<file path="config.mk">
export PLATFORM = sky130hd
export DESIGN_NAME = pool_window_packer
export DESIGN_NICKNAME = d
export VERILOG_FILES = /design/src/rtl/pool_window_packer_pkg.sv /design/src/rtl/pool_window_buf.sv /design/src/rtl/pool_window_packer.sv
export SDC_FILE = /design/constraint.sdc
export NUM_CORES = 1
export LEC_CHECK = 0
export CELL_PAD_IN_SITES_DETAIL_PLACEMENT = 0
export CELL_PAD_IN_SITES_GLOBAL_PLACEMENT = 2
export CORE_ASPECT_RATIO = 0.8
export CORE_UTILIZATION = 35
export DETAILED_ROUTE_END_ITERATION = 12
export GPL_TIMING_DRIVEN = 0
export PLACE_DENSITY = 0.77
export SLEW_MARGIN = 15
export SYNTH_ARGS = -nofsm -noshare
export SYNTH_HDL_FRONTEND = slang
export SYNTH_SLANG_ARGS = --single-unit
</file>
<file path="constraint.sdc">
create_clock -name clk_i -period 2.4 [get_ports clk_i]
set_input_delay 0.48 -clock clk_i [delete_from_list [all_inputs] [get_ports clk_i]]
set_output_delay 0.48 -clock clk_i [all_outputs]
set_load 0.02 [all_outputs]
</file>
<file path="src/rtl/pool_window_packer_pkg.sv">
// Shared NPU max-pool definitions: window buffer states and the slot <-> bit-range mapping
// that both the packer and the reduction tree use.
package pool_window_packer_pkg;

  typedef enum logic [1:0] {
    BUF_EMPTY   = 2'd0,
    BUF_FILLING = 2'd1,
    BUF_FULL    = 2'd2
  } buf_state_e;

  // Slot i occupies [slot_msb(i) : slot_lsb(i)]; slot 0 is the first element of a window.
  function automatic int unsigned slot_lsb(input int unsigned slot, input int unsigned width);
    return slot * width;
  endfunction

  function automatic int unsigned slot_msb(input int unsigned slot, input int unsigned width);
    return (slot + 1) * width - 1;
  endfunction

endpackage

</file>
<file path="src/rtl/pool_window_buf.sv">
// One window buffer: slot registers, fill counter, close/last flag and EMPTY/FILLING/FULL state.
// state | meaning: EMPTY = all slots PAD | FILLING = partial window | FULL = window closed, awaiting drain
module pool_window_buf
  import pool_window_packer_pkg::*;
#(
  parameter int                    DATA_WIDTH = 8,
  parameter int                    NUM_DATA   = 16,
  parameter logic [DATA_WIDTH-1:0] PAD_VALUE  = '0,
  parameter int                    CNT_W      = $clog2(NUM_DATA) + 1
) (
  input  logic                           clk_i,
  input  logic                           rst_ni,
  input  logic                           wr_en_i,
  input  logic [DATA_WIDTH-1:0]          wr_data_i,
  input  logic                           wr_last_i,
  input  logic                           rd_en_i,
  output logic                           full_o,
  output logic                           close_o,
  output logic [DATA_WIDTH*NUM_DATA-1:0] data_o,
  output logic [CNT_W-1:0]               count_o,
  output logic                           last_o
);

  buf_state_e                    state_q, state_d;
  logic [CNT_W-1:0]              cnt_q, cnt_d;
  logic                          last_q, last_d;
  logic [DATA_WIDTH*NUM_DATA-1:0] data_q, data_d;

  always_ff @(posedge clk_i or negedge rst_ni) begin
    if (!rst_ni) begin
      state_q <= BUF_EMPTY;
      cnt_q   <= '0;
      last_q  <= 1'b0;
      data_q  <= {NUM_DATA{PAD_VALUE}};
    end else begin
      state_q <= state_d;
      cnt_q   <= cnt_d;
      last_q  <= last_d;
      data_q  <= data_d;
    end
  end

  // A full-length window that also carries in_last closes once, with last set.
  assign close_o = wr_en_i && (wr_last_i || (cnt_q == CNT_W'(NUM_DATA - 1)));

  always_comb begin
    state_d = state_q;
    cnt_d   = cnt_q;
    last_d  = last_q;
    data_d  = data_q;
    if (rd_en_i) begin
      state_d = BUF_EMPTY;
      cnt_d   = '0;
      last_d  = 1'b0;
      data_d  = {NUM_DATA{PAD_VALUE}};
    end else if (wr_en_i) begin
      for (int i = 0; i < NUM_DATA; i++) begin
        if (cnt_q == CNT_W'(i)) begin
          data_d[slot_lsb(i, DATA_WIDTH) +: DATA_WIDTH] = wr_data_i;
        end
      end
      cnt_d   = cnt_q + 1'b1;
      last_d  = wr_last_i;
      state_d = close_o ? BUF_FULL : BUF_FILLING;
    end
  end

  always_comb begin
    full_o  = (state_q == BUF_FULL);
    data_o  = data_q;
    count_o = cnt_q;
    last_o  = last_q;
  end

endmodule

</file>
<file path="src/rtl/pool_window_packer.sv">
// Serial-to-window packer for the max-pool tree: ping-pong pair of window buffers,
// write pointer follows window closes, read pointer follows output accepts.
module pool_window_packer
  import pool_window_packer_pkg::*;
#(
  parameter int                    DATA_WIDTH = 8,
  parameter int                    NUM_DATA   = 16,
  parameter logic [DATA_WIDTH-1:0] PAD_VALUE  = '0,
  parameter int                    CNT_W      = $clog2(NUM_DATA) + 1
) (
  input  logic                           clk_i,
  input  logic                           rst_ni,
  input  logic                           in_valid_i,
  output logic                           in_ready_o,
  input  logic [DATA_WIDTH-1:0]          in_data_i,
  input  logic                           in_last_i,
  output logic                           out_valid_o,
  input  logic                           out_ready_i,
  output logic [DATA_WIDTH*NUM_DATA-1:0] out_data_set_o,
  output logic [CNT_W-1:0]               out_count_o,
  output logic                           out_last_o
);

  logic                           wp_q, wp_d;
  logic                           rp_q, rp_d;
  logic [1:0]                     wr_en, rd_en, full, close;
  logic [1:0]                     buf_last;
  logic [DATA_WIDTH*NUM_DATA-1:0] buf_data [2];
  logic [CNT_W-1:0]               buf_count [2];
  logic                           in_acc, out_acc;

  // Ready/valid are pure decodes of registered buffer state: no out_ready -> in_ready path.
  assign in_ready_o  = ~full[wp_q];
  assign out_valid_o = full[rp_q];
  assign in_acc      = in_valid_i && in_ready_o;
  assign out_acc     = out_valid_o && out_ready_i;

  always_comb begin
    wr_en        = '0;
    rd_en        = '0;
    wr_en[wp_q]  = in_acc;
    rd_en[rp_q]  = out_acc;
    wp_d         = wp_q ^ (|close);
    rp_d         = rp_q ^ out_acc;
  end

  always_ff @(posedge clk_i or negedge rst_ni) begin
    if (!rst_ni) begin
      wp_q <= 1'b0;
      rp_q <= 1'b0;
    end else begin
      wp_q <= wp_d;
      rp_q <= rp_d;
    end
  end

  for (genvar b = 0; b < 2; b++) begin : g_buf
    pool_window_buf #(
      .DATA_WIDTH (DATA_WIDTH),
      .NUM_DATA   (NUM_DATA),
      .PAD_VALUE  (PAD_VALUE),
      .CNT_W      (CNT_W)
    ) u_buf (
      .clk_i     (clk_i),
      .rst_ni    (rst_ni),
      .wr_en_i   (wr_en[b]),
      .wr_data_i (in_data_i),
      .wr_last_i (in_last_i),
      .rd_en_i   (rd_en[b]),
      .full_o    (full[b]),
      .close_o   (close[b]),
      .data_o    (buf_data[b]),
      .count_o   (buf_count[b]),
      .last_o    (buf_last[b])
    );
  end

  assign out_data_set_o = buf_data[rp_q];
  assign out_count_o    = buf_count[rp_q];
  assign out_last_o     = buf_last[rp_q];

endmodule
</file>
==> reports/qor.yml, run 1 <==
run_status: "finished, violations left"
synth_area_in_compound_gates_pct: 1.22
synthToLayoutAreaGrowth_pct: 23.8
timing.critical_path.depth: 4
final_setup_violating_endpoints: 68
fin_tns_setup_ns: -5.15
reg2reg_from: "rp_q"
die_x_um: 229
cp_slowest_cell: "sky130_fd_sc_hd__dfrtp_2"
max-clock-path-buffers: 3
synth.cell_area_mm2: 0.0144
dieArea_mm2: 0.0420
ioPinCount: 149
slew_viol_final: 0
post_dp_cell_area_mm2: 0.0167
tightest_slew_ns: 0.704
detailedRoute.firstIterationViolations: 534
fin_nets: 1376
drt-vias-per-instance: 4.89
required_ns: 1.92
clkTransAtPathRegs_ns: 0.07
total_via_count_after_detailed_routing: 9357
portion_of_the_post_synthesis_area_used_by_sequential_elements_pct: 47.6
mappedNetlistNets: 1204
holdCritPathClass: "in -> async"
routedWlPerCell_um: 22.4
drive_above_1_share_pct: 31.4
grt_pass1_wl_mm: 65.4
number_of_flip_flops_and_latches_in_the_synthesized_netlist: 274
drc_violation_count_after_routing: 0
crit_path_start: "rp_q"
fp-row-count: 66
max_stage_delay_ns: 0.42
vdd_drop_max_uv: 593
synthTopCellsByArea: "sky130_fd_sc_hd__dfrtp_1 48%, sky130_fd_sc_hd__mux2i_1 18%, sky130_fd_sc_hd__nand2b_1 12%, sky130_fd_sc_hd__mux2_2 10%, sky130_fd_sc_hd__nand4_4 3.0%"
floorplan.initialDensity_pct: 35.5
synth_largest_type_area_fraction_pct: 47.6
crit_path_top_cell_by_count: "sky130_fd_sc_hd__buf_6"
drt_pre_antenna_iters: 4
post_synthesis_share_of_cell_area_spent_on_and_or_nand_and_nor_gates_pct: 18.1
timing.setup.critical_path_class: "reg -> out"
r2r_cell_count: 10
category_of_cells_accounting_for_the_largest_share_of_critical_path_delay: "buffers and inverters"
coreArea_mm2: 0.0406
cts_inserted_buffers: 30
insertion_delay_ns: 0.56
final_design_area_no_fill_mm2: 0.0178
timing.critical_path.to_type: "primary output"
min_period_ns: 2.54
max_slew_margin_pct: 53.0
synth_instances: 1179
cts_max_level: 1
cap_violations: 0
diodes: 0
final_cells: 1915
setup.worst_path.start_class: "register"
number_of_failing_hold_endpoints_at_the_final_stage: 0
cell_at_the_root_of_the_clock_tree: "sky130_fd_sc_hd__clkbuf_16"
number_of_global_route_vias_before_repair: 9720
crit_arrival_ns: 2.06
p_leak_nw: 9.68
postSynthAreaPerCell_um2: 12.2
grt_overflow: 0
grt_max_degree: 94
setup_slack_at_placement_ns: -1.25
power_per_cell_area_mw_per_mm2: 958
dpl.cell_count: 1874
violations: "setup timing"
fmax_mhz: 393
yosys.cell_types.count: 36
die_height_um: 184
combinational_family_with_the_most_area_after_synthesis: "multiplexers"
yosys.area_share.xor_xnor_pct: 0
path_buf_inv: 3
share_of_synthesized_cell_area_in_full_adder_half_adder_and_majority_cells_pct: 1.04
clock_tree_from_tritoncts: "built"
min_period_over_period_pct: 106
port-buffer-count: 148
setup_slack_ns: -0.143
post-synth-top-area-cell: "sky130_fd_sc_hd__dfrtp_1"
grt.total_usage_pct: 20.8
grt_antenna_before_repair: 0
gp_routability_congestion: 0.827
half_perimeter_wire_length_after_placement_mm: 29.7
route.final.wire_length_mm: 42.9
yosys_warnings: 0
timing.critical_path.fanout_max: 10
synthMuxAreaShare_pct: 28.2
rsz0062_at_grt: "true"
clock-sinks: 274
worstPathCellList: "buf_6 -> buf_6 -> mux2_2 -> dlygate4sd2_1"
ant_nets: 0
fin_worst_skew_ns: 0.0110
## worst paths after layout
| path | endpoint | slack (ns) |
|---|---|---|
| worst max-delay path | out_data_set_o[118] | -0.14 |
| worst min-delay path | g_buf[1].u_buf.data_o[96] | 0.37 |
| worst max register to register | g_buf[1].u_buf.count_o[2] | 0.07 |
| worst min register to register | g_buf[0].u_buf.data_o[50] | 0.54 |
| max in group asynchronous | g_buf[1].u_buf.data_o[19] | 0.94 |
| min in group clk_i | g_buf[0].u_buf.data_o[50] | 0.54 |
## layout by cell type, fill, tap and decap left out, types with 3 or more instances in the layout
master / instances
sky130_fd_sc_hd__dfrtp_1: 273
sky130_fd_sc_hd__nand2b_1: 259
sky130_fd_sc_hd__mux2i_1: 256
sky130_fd_sc_hd__mux2_2: 132
sky130_fd_sc_hd__clkbuf_2: 59
sky130_fd_sc_hd__clkdlybuf4s15_2: 43
sky130_fd_sc_hd__clkbuf_16: 32
sky130_fd_sc_hd__buf_2: 26
sky130_fd_sc_hd__dlygate4sd2_1: 25
sky130_fd_sc_hd__nand4_4: 20
sky130_fd_sc_hd__buf_4: 19
sky130_fd_sc_hd__clkbuf_8: 18
sky130_fd_sc_hd__nand2b_4: 16
sky130_fd_sc_hd__buf_6: 15
sky130_fd_sc_hd__nor2b_1: 14
sky130_fd_sc_hd__a21oi_1: 13
sky130_fd_sc_hd__buf_8: 12
sky130_fd_sc_hd__clkbuf_4: 12
sky130_fd_sc_hd__nand3_1: 12
sky130_fd_sc_hd__ha_1: 12
sky130_fd_sc_hd__clkbuf_1: 11
sky130_fd_sc_hd__clkdlybuf4s50_1: 11
sky130_fd_sc_hd__o21ai_0: 9
sky130_fd_sc_hd__inv_1: 8
sky130_fd_sc_hd__nor2_1: 8
sky130_fd_sc_hd__nand2_1: 7
sky130_fd_sc_hd__nand4_2: 6
sky130_fd_sc_hd__buf_12: 4
sky130_fd_sc_hd__o31ai_1: 4
sky130_fd_sc_hd__a311oi_1: 4
sky130_fd_sc_hd__and3_1: 3
sky130_fd_sc_hd__clkinv_2: 3
sky130_fd_sc_hd__buf_16: 3
## logic make-up (layout without fill, tap and decap cells)
| group | after synthesis | after routing |
|---|---|---|
| AND/OR/NAND/NOR | 361 | 361 |
| adder cells (fa/ha/maj) | 12 | 12 |
| multiplexers | 390 | 390 |
| flip-flops | 274 | 274 |
| buffers and inverters | 112 | 304 |
| AO/OA/AOI/OAI | 30 | 30 |
## where the power goes
part	internal, mW	leakage, nW	switching (mW)	total (mW)
Combinational	2.96	5.42	3.97	6.93
Clock	2.67	0.470	1.89	4.57
Sequential	5.20	3.79	0.396	5.60
## stage by stage
stage	util, %	power (mW)	hold WS (ns)
floorplan	-	9.79	0.184
global placement	40.8	12.2	0.523
detailed placement	41.0	12.2	0.335
CTS	44.1	17.1	0.343
global route	43.9	17.9	0.367
finish	43.9	17.1	0.366
## cell usage after synthesis
master                     instances
sky130_fd_sc_hd__mux2_2          133
sky130_fd_sc_hd__nor2_1            8
sky130_fd_sc_hd__nor2_4            1
sky130_fd_sc_hd__a311oi_1          4
sky130_fd_sc_hd__clkbuf_1         65
sky130_fd_sc_hd__or4_1             2
sky130_fd_sc_hd__nand3_1          12
sky130_fd_sc_hd__nand4_2           6
sky130_fd_sc_hd__o21ai_0           9
sky130_fd_sc_hd__dfrtp_1         274
sky130_fd_sc_hd__ha_1             12
sky130_fd_sc_hd__nand2_1           7
sky130_fd_sc_hd__o31ai_1           4
sky130_fd_sc_hd__nand4_1           1
sky130_fd_sc_hd__and4_1            2
sky130_fd_sc_hd__and3_1            3
sky130_fd_sc_hd__buf_6             5
sky130_fd_sc_hd__inv_1             8
sky130_fd_sc_hd__buf_8             1
sky130_fd_sc_hd__buf_1             1
sky130_fd_sc_hd__buf_12            2
sky130_fd_sc_hd__and2_4            1
sky130_fd_sc_hd__and2_0            1
sky130_fd_sc_hd__and2_1            1
sky130_fd_sc_hd__nand4b_4          2
sky130_fd_sc_hd__nand2b_1        275
sky130_fd_sc_hd__nand4b_1          1
sky130_fd_sc_hd__nand3_2           1
sky130_fd_sc_hd__buf_2            25
sky130_fd_sc_hd__a21oi_1          13
sky130_fd_sc_hd__buf_4             5
sky130_fd_sc_hd__nand4_4          20
sky130_fd_sc_hd__and2b_1           1
sky130_fd_sc_hd__and2b_4           2
sky130_fd_sc_hd__mux2i_1         257
sky130_fd_sc_hd__nor2b_1          14
## what timing repair did
item,4_1_cts,5_1_grt
buffers inserted,2,4
endpoints found under the hold margin,20,0
endpoints found under the setup margin,408,382
resized for setup,399,188
hold buffers,1,0
## flip-flops by register name (all words and copies together), names as in the netlist
name                 count
wp_q                     1
g_buf.u_buf.state_q      4
g_buf.u_buf.last_o       2
rp_q                     1
g_buf.u_buf.count_o     10
g_buf.u_buf.data_o     256
## final cells by class
type,count,area [um2]
Sequential cell,274,6860
Fill cell,3833,22800
Clock inverter,4,45.0
Tap cell,544,681
Multi-Input combinational cell,793,7140
Timing Repair Buffer,158,1310
Clock buffer,48,910
Buffer,86,872
Inverter,8,30.0
## worst reg2reg max path, stage by stage, from the launching register on
cell                       delay [ns]
sky130_fd_sc_hd__dfrtp_2         0.45
sky130_fd_sc_hd__buf_6           0.17
sky130_fd_sc_hd__inv_1           0.14
sky130_fd_sc_hd__mux2i_4         0.28
sky130_fd_sc_hd__and2_1          0.18
sky130_fd_sc_hd__ha_1            0.14
sky130_fd_sc_hd__clkbuf_4        0.20
sky130_fd_sc_hd__clkbuf_8        0.21
sky130_fd_sc_hd__buf_6           0.16
sky130_fd_sc_hd__nor2_1          0.05
sky130_fd_sc_hd__mux2_2          0.25
## routing by layer
layer	share of wire [%]	track usage [%]	vias to the layer above
met4	1.5	3.68	0
met5	0	0	-
met1	52	31.7	4782
met3	3.2	2.99	36
li1	-	-	4375
met2	44	31.3	164
Note: power is estimated with default switching activity, not from simulation.
==> inputs of run 2 (changes only) <==
--- a/config.mk
+++ b/config.mk
@@ -5,13 +5,12 @@
 export SDC_FILE = /design/constraint.sdc
 export NUM_CORES = 1
 export LEC_CHECK = 0
-export CELL_PAD_IN_SITES_DETAIL_PLACEMENT = 0
-export CELL_PAD_IN_SITES_GLOBAL_PLACEMENT = 2
 export CORE_ASPECT_RATIO = 0.8
-export CORE_UTILIZATION = 35
+export CORE_UTILIZATION = 52
 export DETAILED_ROUTE_END_ITERATION = 12
 export GPL_TIMING_DRIVEN = 0
-export PLACE_DENSITY = 0.77
+export PLACE_DENSITY = 0.78
+export SKIP_CTS_REPAIR_TIMING = 1
 export SLEW_MARGIN = 15
 export SYNTH_ARGS = -nofsm -noshare
 export SYNTH_HDL_FRONTEND = slang
==> run 2 against run 1 <==
Net effect: the run ends with hold timing, setup timing left; fmax increased by 1.0%; sequential share of layout area increased by 0.70 points; power increased by 2.7%; register-to-register slack got worse by 0.07 ns; wire length decreased by 8.9%; clock power increased by 8.1%; setup slack improved by 0.026 ns; die area decreased by 32%; global-route usage increased by 7.0 points; utilization increased by 20 points; critical endpoint is now out_count_o[3].
==> reports/qor.yml, run 2 (synthesis results as in run 1) <==
run_status: "finished, violations left"
violations: "hold timing, setup timing"
layout.cells.most_common: "sky130_fd_sc_hd__dfrtp_1"
required_ns: 1.92
drive_above_1_share_pct: 31.8
max_stage_delay_ns: 0.42
fmax_mhz: 397
half_perimeter_wire_length_after_placement_mm: 26.4
clock-sinks: 274
cts_inserted_buffers: 29
final_setup_violating_endpoints: 116
crit_arrival_ns: 2.04
category_of_cells_accounting_for_the_largest_share_of_critical_path_delay: "buffers and inverters"
power_per_cell_area_mw_per_mm2: 1000
fp-row-count: 54
fin_tns_setup_ns: -5.16
drc_violation_count_after_routing: 0
holdCritPathClass: "in -> async"
total_via_count_after_detailed_routing: 9692
cap_violations: 0
cell_at_the_root_of_the_clock_tree: "sky130_fd_sc_hd__clkbuf_16"
die_height_um: 151
fin_nets: 1370
path_buf_inv: 4
post-route-util_pct: 64.4
diodes: 0
number_of_global_route_vias_before_repair: 10100
fin_worst_skew_ns: 0.0144
route.final.wire_length_mm: 39.1
setup.worst_path.start_class: "register"
rsz0062_at_grt: "true"
floorplan.initialDensity_pct: 52.9
coreArea_mm2: 0.0272
min_period_ns: 2.52
drt_pre_antenna_iters: 5
detailedRoute.firstIterationViolations: 717
max_slew_margin_pct: 50.0
grt_overflow: 0
min_period_over_period_pct: 105
crit_path_top_cell_by_count: "sky130_fd_sc_hd__buf_6"
layout.cells.most_common_list: "273 x sky130_fd_sc_hd__dfrtp_1, 259 x sky130_fd_sc_hd__nand2b_1, 256 x sky130_fd_sc_hd__mux2i_1"
clkTransAtPathRegs_ns: 0.07
synthToLayoutAreaGrowth_pct: 21.6
die_x_um: 188
cts_max_level: 1
setup_slack_ns: -0.117
routedWlPerCell_um: 22.6
port-buffer-count: 148
grt_antenna_before_repair: 0
timing.critical_path.to_type: "primary output"
ant_nets: 0
dieArea_mm2: 0.0284
vdd_drop_max_uv: 724
drt-vias-per-instance: 5.60
hold_slack_ns: -0.0576
slew_viol_final: 0
cp_slowest_cell: "sky130_fd_sc_hd__dfrtp_2"
worstPathCellList: "buf_4 -> buf_6 -> buf_6 -> mux2_2 -> dlymetal6s2s_1"
clock_tree_from_tritoncts: "built"
tightest_slew_ns: 0.750
largest_register_ffs: 256
max-clock-path-buffers: 3
gp_routability_congestion: 0.931
number_of_failing_hold_endpoints_at_the_final_stage: 36
insertion_delay_ns: 0.55
grt_pass1_wl_mm: 60.0
timing.setup.critical_path_class: "reg -> out"
grt.total_usage_pct: 27.8
ioPinCount: 149
timing.critical_path.fanout_max: 10
p_leak_nw: 10.1
grt_max_degree: 104
run 2: layout make-up:
cell class | instances | area, um2
Fill cell | 2046 | 9700
Multi-Input combinational cell | 793 | 7150
Sequential cell | 274 | 6860
Timing Repair Buffer | 153 | 1150
Buffer | 86 | 841
Clock buffer | 32 | 757
Tap cell | 364 | 455
Clock inverter | 20 | 282
Inverter | 8 | 30.0
run 2: routing by layer:
layer / track usage (%) / share of wire [%]
met1: 41.6 / 47
met2: 42.2 / 45
met3: 3.45 / 4.9
met4: 8.54 / 2.9
met5: 0 / 0
run 2: final timing paths:
kind / start / to / slack (ns) / cells after the start
setup reg to reg: rp_q / g_buf[0].u_buf.count_o[2] / 0 / 11
max in group asynchronous: rst_ni / g_buf[0].u_buf.data_o[43] / 1.49 / 2
min in group clk_i: g_buf[0].u_buf.data_o[20] / g_buf[0].u_buf.data_o[20] / 0.54 / 2
setup / recovery: rp_q / out_count_o[3] / -0.12 / 5
hold reg to reg: g_buf[0].u_buf.data_o[20] / g_buf[0].u_buf.data_o[20] / 0.54 / 2
hold / removal: rst_ni / g_buf[1].u_buf.data_o[120] / -0.06 / 1
run 2: report_power, final:
part           total, mW  switching, mW  internal (mW)
registers           5.60          0.400           5.20
clock network       4.94           1.93           3.01
logic               7.02           3.96           3.06
run 2: stage by stage:
stage	instance area, um2	setup WS [ns]	total power [mW]	cells
global placement	16400	-11.20	11.9	1691
floorplan	14400	0.0216	9.79	1179
CTS	17500	-1.10	17.0	1745
detailed placement	16400	-1.07	12.0	1693
global route	17500	-0.145	18.2	1730
finish	17500	-0.117	17.6	1730
==> inputs of run 3 (changes only) <==
--- a/config.mk
+++ b/config.mk
@@ -6,6 +6,7 @@
 export NUM_CORES = 1
 export LEC_CHECK = 0
 export CORE_ASPECT_RATIO = 0.8
+export CORE_MARGIN = 2
 export CORE_UTILIZATION = 52
 export DETAILED_ROUTE_END_ITERATION = 12
 export GPL_TIMING_DRIVEN = 0
==> run 3 against run 2 <==
Net effect: the run ends with setup timing left; utilization grew 0.77 points; non-clock buffer count grew 6; register-to-register slack gained 0.04 ns; critical endpoint is now out_data_set_o[16].
==> reports/qor.yml, run 3 (synthesis results as in run 1) <==
half_perimeter_wire_length_after_placement_mm: 26.7
timing.critical_path.fanout_max: 10
timing.rr.end: "g_buf[0].u_buf.data_o[11]"
synthToLayoutAreaGrowth_pct: 23.1
number_of_global_route_vias_before_repair: 10100
required_ns: 1.92
tightest_slew_ns: 0.712
p_leak_nw: 10.2
cp-endpoint: "out_data_set_o[16]"
vdd_drop_max_uv: 818
hold_slack_ns: 0.452
cts_inserted_buffers: 28
fin_nets: 1375
die_height_um: 153
crit_path_top_cell_by_count: "sky130_fd_sc_hd__buf_12"
largest_register_ffs: 256
diodes: 0
clock_tree_from_tritoncts: "built"
cp_slowest_cell: "sky130_fd_sc_hd__dfrtp_2"
run_status: "finished, violations left"
grt_pass1_wl_mm: 60.7
reg2reg_from: "rp_q"
detailedRoute.firstIterationViolations: 695
timing.critical_path.to_type: "primary output"
setup_slack_ns: -0.110
fin_worst_skew_ns: 0.0205
layout.cells.most_common: "sky130_fd_sc_hd__dfrtp_1"
r2r_cell_count: 9
number_of_failing_hold_endpoints_at_the_final_stage: 0
ant_nets: 0
setup.worst_path.start_class: "register"
power_per_cell_area_mw_per_mm2: 963
fmax_mhz: 398
dieArea_mm2: 0.0291
port-buffer-count: 148
rsz0062_at_grt: "true"
drc_violation_count_after_routing: 0
cts_max_level: 1
violations: "setup timing"
grt_overflow: 0
drt_pre_antenna_iters: 5
max_stage_delay_ns: 0.42
cell_at_the_root_of_the_clock_tree: "sky130_fd_sc_hd__clkbuf_16"
drive_above_1_share_pct: 31.2
final_setup_violating_endpoints: 84
crit_path_start: "rp_q"
slew_viol_final: 0
layout.cells.most_common_list: "273 x sky130_fd_sc_hd__dfrtp_1, 259 x sky130_fd_sc_hd__nand2b_1, 256 x sky130_fd_sc_hd__mux2i_1"
insertion_delay_ns: 0.55
die_x_um: 190
crit_arrival_ns: 2.03
max-clock-path-buffers: 3
reg2reg_slack_ns: 0.04
gp_routability_congestion: 0.951
min_period_ns: 2.51
coreArea_mm2: 0.0272
routedWlPerCell_um: 22.6
fin_tns_setup_ns: -5.11
route.final.wire_length_mm: 39.3
ioPinCount: 149
total_via_count_after_detailed_routing: 9671
max_slew_margin_pct: 52.4
grt_antenna_before_repair: 0
floorplan.initialDensity_pct: 52.9
clock-sinks: 274
grt.total_usage_pct: 27.2
timing.setup.critical_path_class: "reg -> out"
clkTransAtPathRegs_ns: 0.07
holdCritPathClass: "in -> async"
min_period_over_period_pct: 105
cap_violations: 0
fp-row-count: 54
worstPathCellList: "buf_6 -> buf_12 -> buf_4 -> buf_12 -> mux2_2 -> clkbuf_2"
drt-vias-per-instance: 5.57
grt_max_degree: 91
run 3: cell types whose count changed in the layout (fill, tap and decap cells not counted), moves of 5 or more:
| cell | before | now |
|---|---|---|
| sky130_fd_sc_hd__clkbuf_1 | 2 | 10 |
| sky130_fd_sc_hd__clkbuf_2 | 94 | 50 |
| sky130_fd_sc_hd__buf_4 | 18 | 40 |
| sky130_fd_sc_hd__bufinv_16 | 7 | 0 |
| sky130_fd_sc_hd__buf_12 | 9 | 14 |
| sky130_fd_sc_hd__buf_6 | 22 | 56 |
| sky130_fd_sc_hd__clkinv_2 | 11 | 4 |
| sky130_fd_sc_hd__clkbuf_8 | 2 | 9 |
| sky130_fd_sc_hd__buf_2 | 23 | 18 |
run 3: worst min-delay path by stage:
stage | end | slack [ns] | from | depth (start not counted)
4_1_cts | g_buf[1].u_buf.data_o[122] | -0.14 | rst_ni | 1
3_5_place_dp | g_buf[1].u_buf.data_o[122] | 0.43 | rst_ni | 1
6_report | g_buf[1].u_buf.data_o[122] | 0.45 | rst_ni | 2
5_1_grt | g_buf[1].u_buf.data_o[122] | 0.47 | rst_ni | 2
2_1_floorplan | g_buf[0].u_buf.count_o[0] | 0.18 | rst_ni | 0
3_3_place_gp | g_buf[1].u_buf.data_o[124] | 0.52 | g_buf[1].u_buf.data_o[124] | 2
run 3: cell type report:
class                   count  area, um2
fillers                  2083       9490
multi-input cells         793       7160
clock inverters             4       20.0
plain buffers              86        822
flip-flops and latches    274       6860
inverters                   8       30.0
well taps                 364        455
repair buffers            159       1510
clock buffers              47        883
run 3: power by group:
| group | switching [mW] | leakage (nW) | total, mW | internal (mW) |
|---|---|---|---|---|
| logic | 3.96 | 5.96 | 7.16 | 3.20 |
| clock network | 1.85 | 0.448 | 4.34 | 2.49 |
| registers | 0.385 | 3.79 | 5.59 | 5.20 |
run 3: per-layer routing:
layer / up-vias / GRT usage [%] / wire, um
li1: 4364 / - / -
met4: 0 / 7.01 / 741
met2: 240 / 42.0 / 17900
met1: 5020 / 40.0 / 18600
met5: - / 0 / 0
met3: 47 / 4.66 / 2000
run 3: critical path: cells and delay by family, from the launching register on:
family	cells	cell delay, ns
DFF	1	0.42
muxes	1	0.36
buffers and inverters	5	0.69
run 3: stage by stage:
step	total power, mW	setup slack (ns)	cells	util [%]	area, um2
after floorplan	9.79	0.0216	1179	-	14400
after global placement	11.9	-11.19	1691	60.1	16400
after detailed placement	12.1	-1.11	1694	60.4	16500
after CTS	16.4	-1.12	1745	63.7	17400
after global routing	17.8	-0.136	1735	65.2	17700
final	17.1	-0.110	1735	65.2	17700
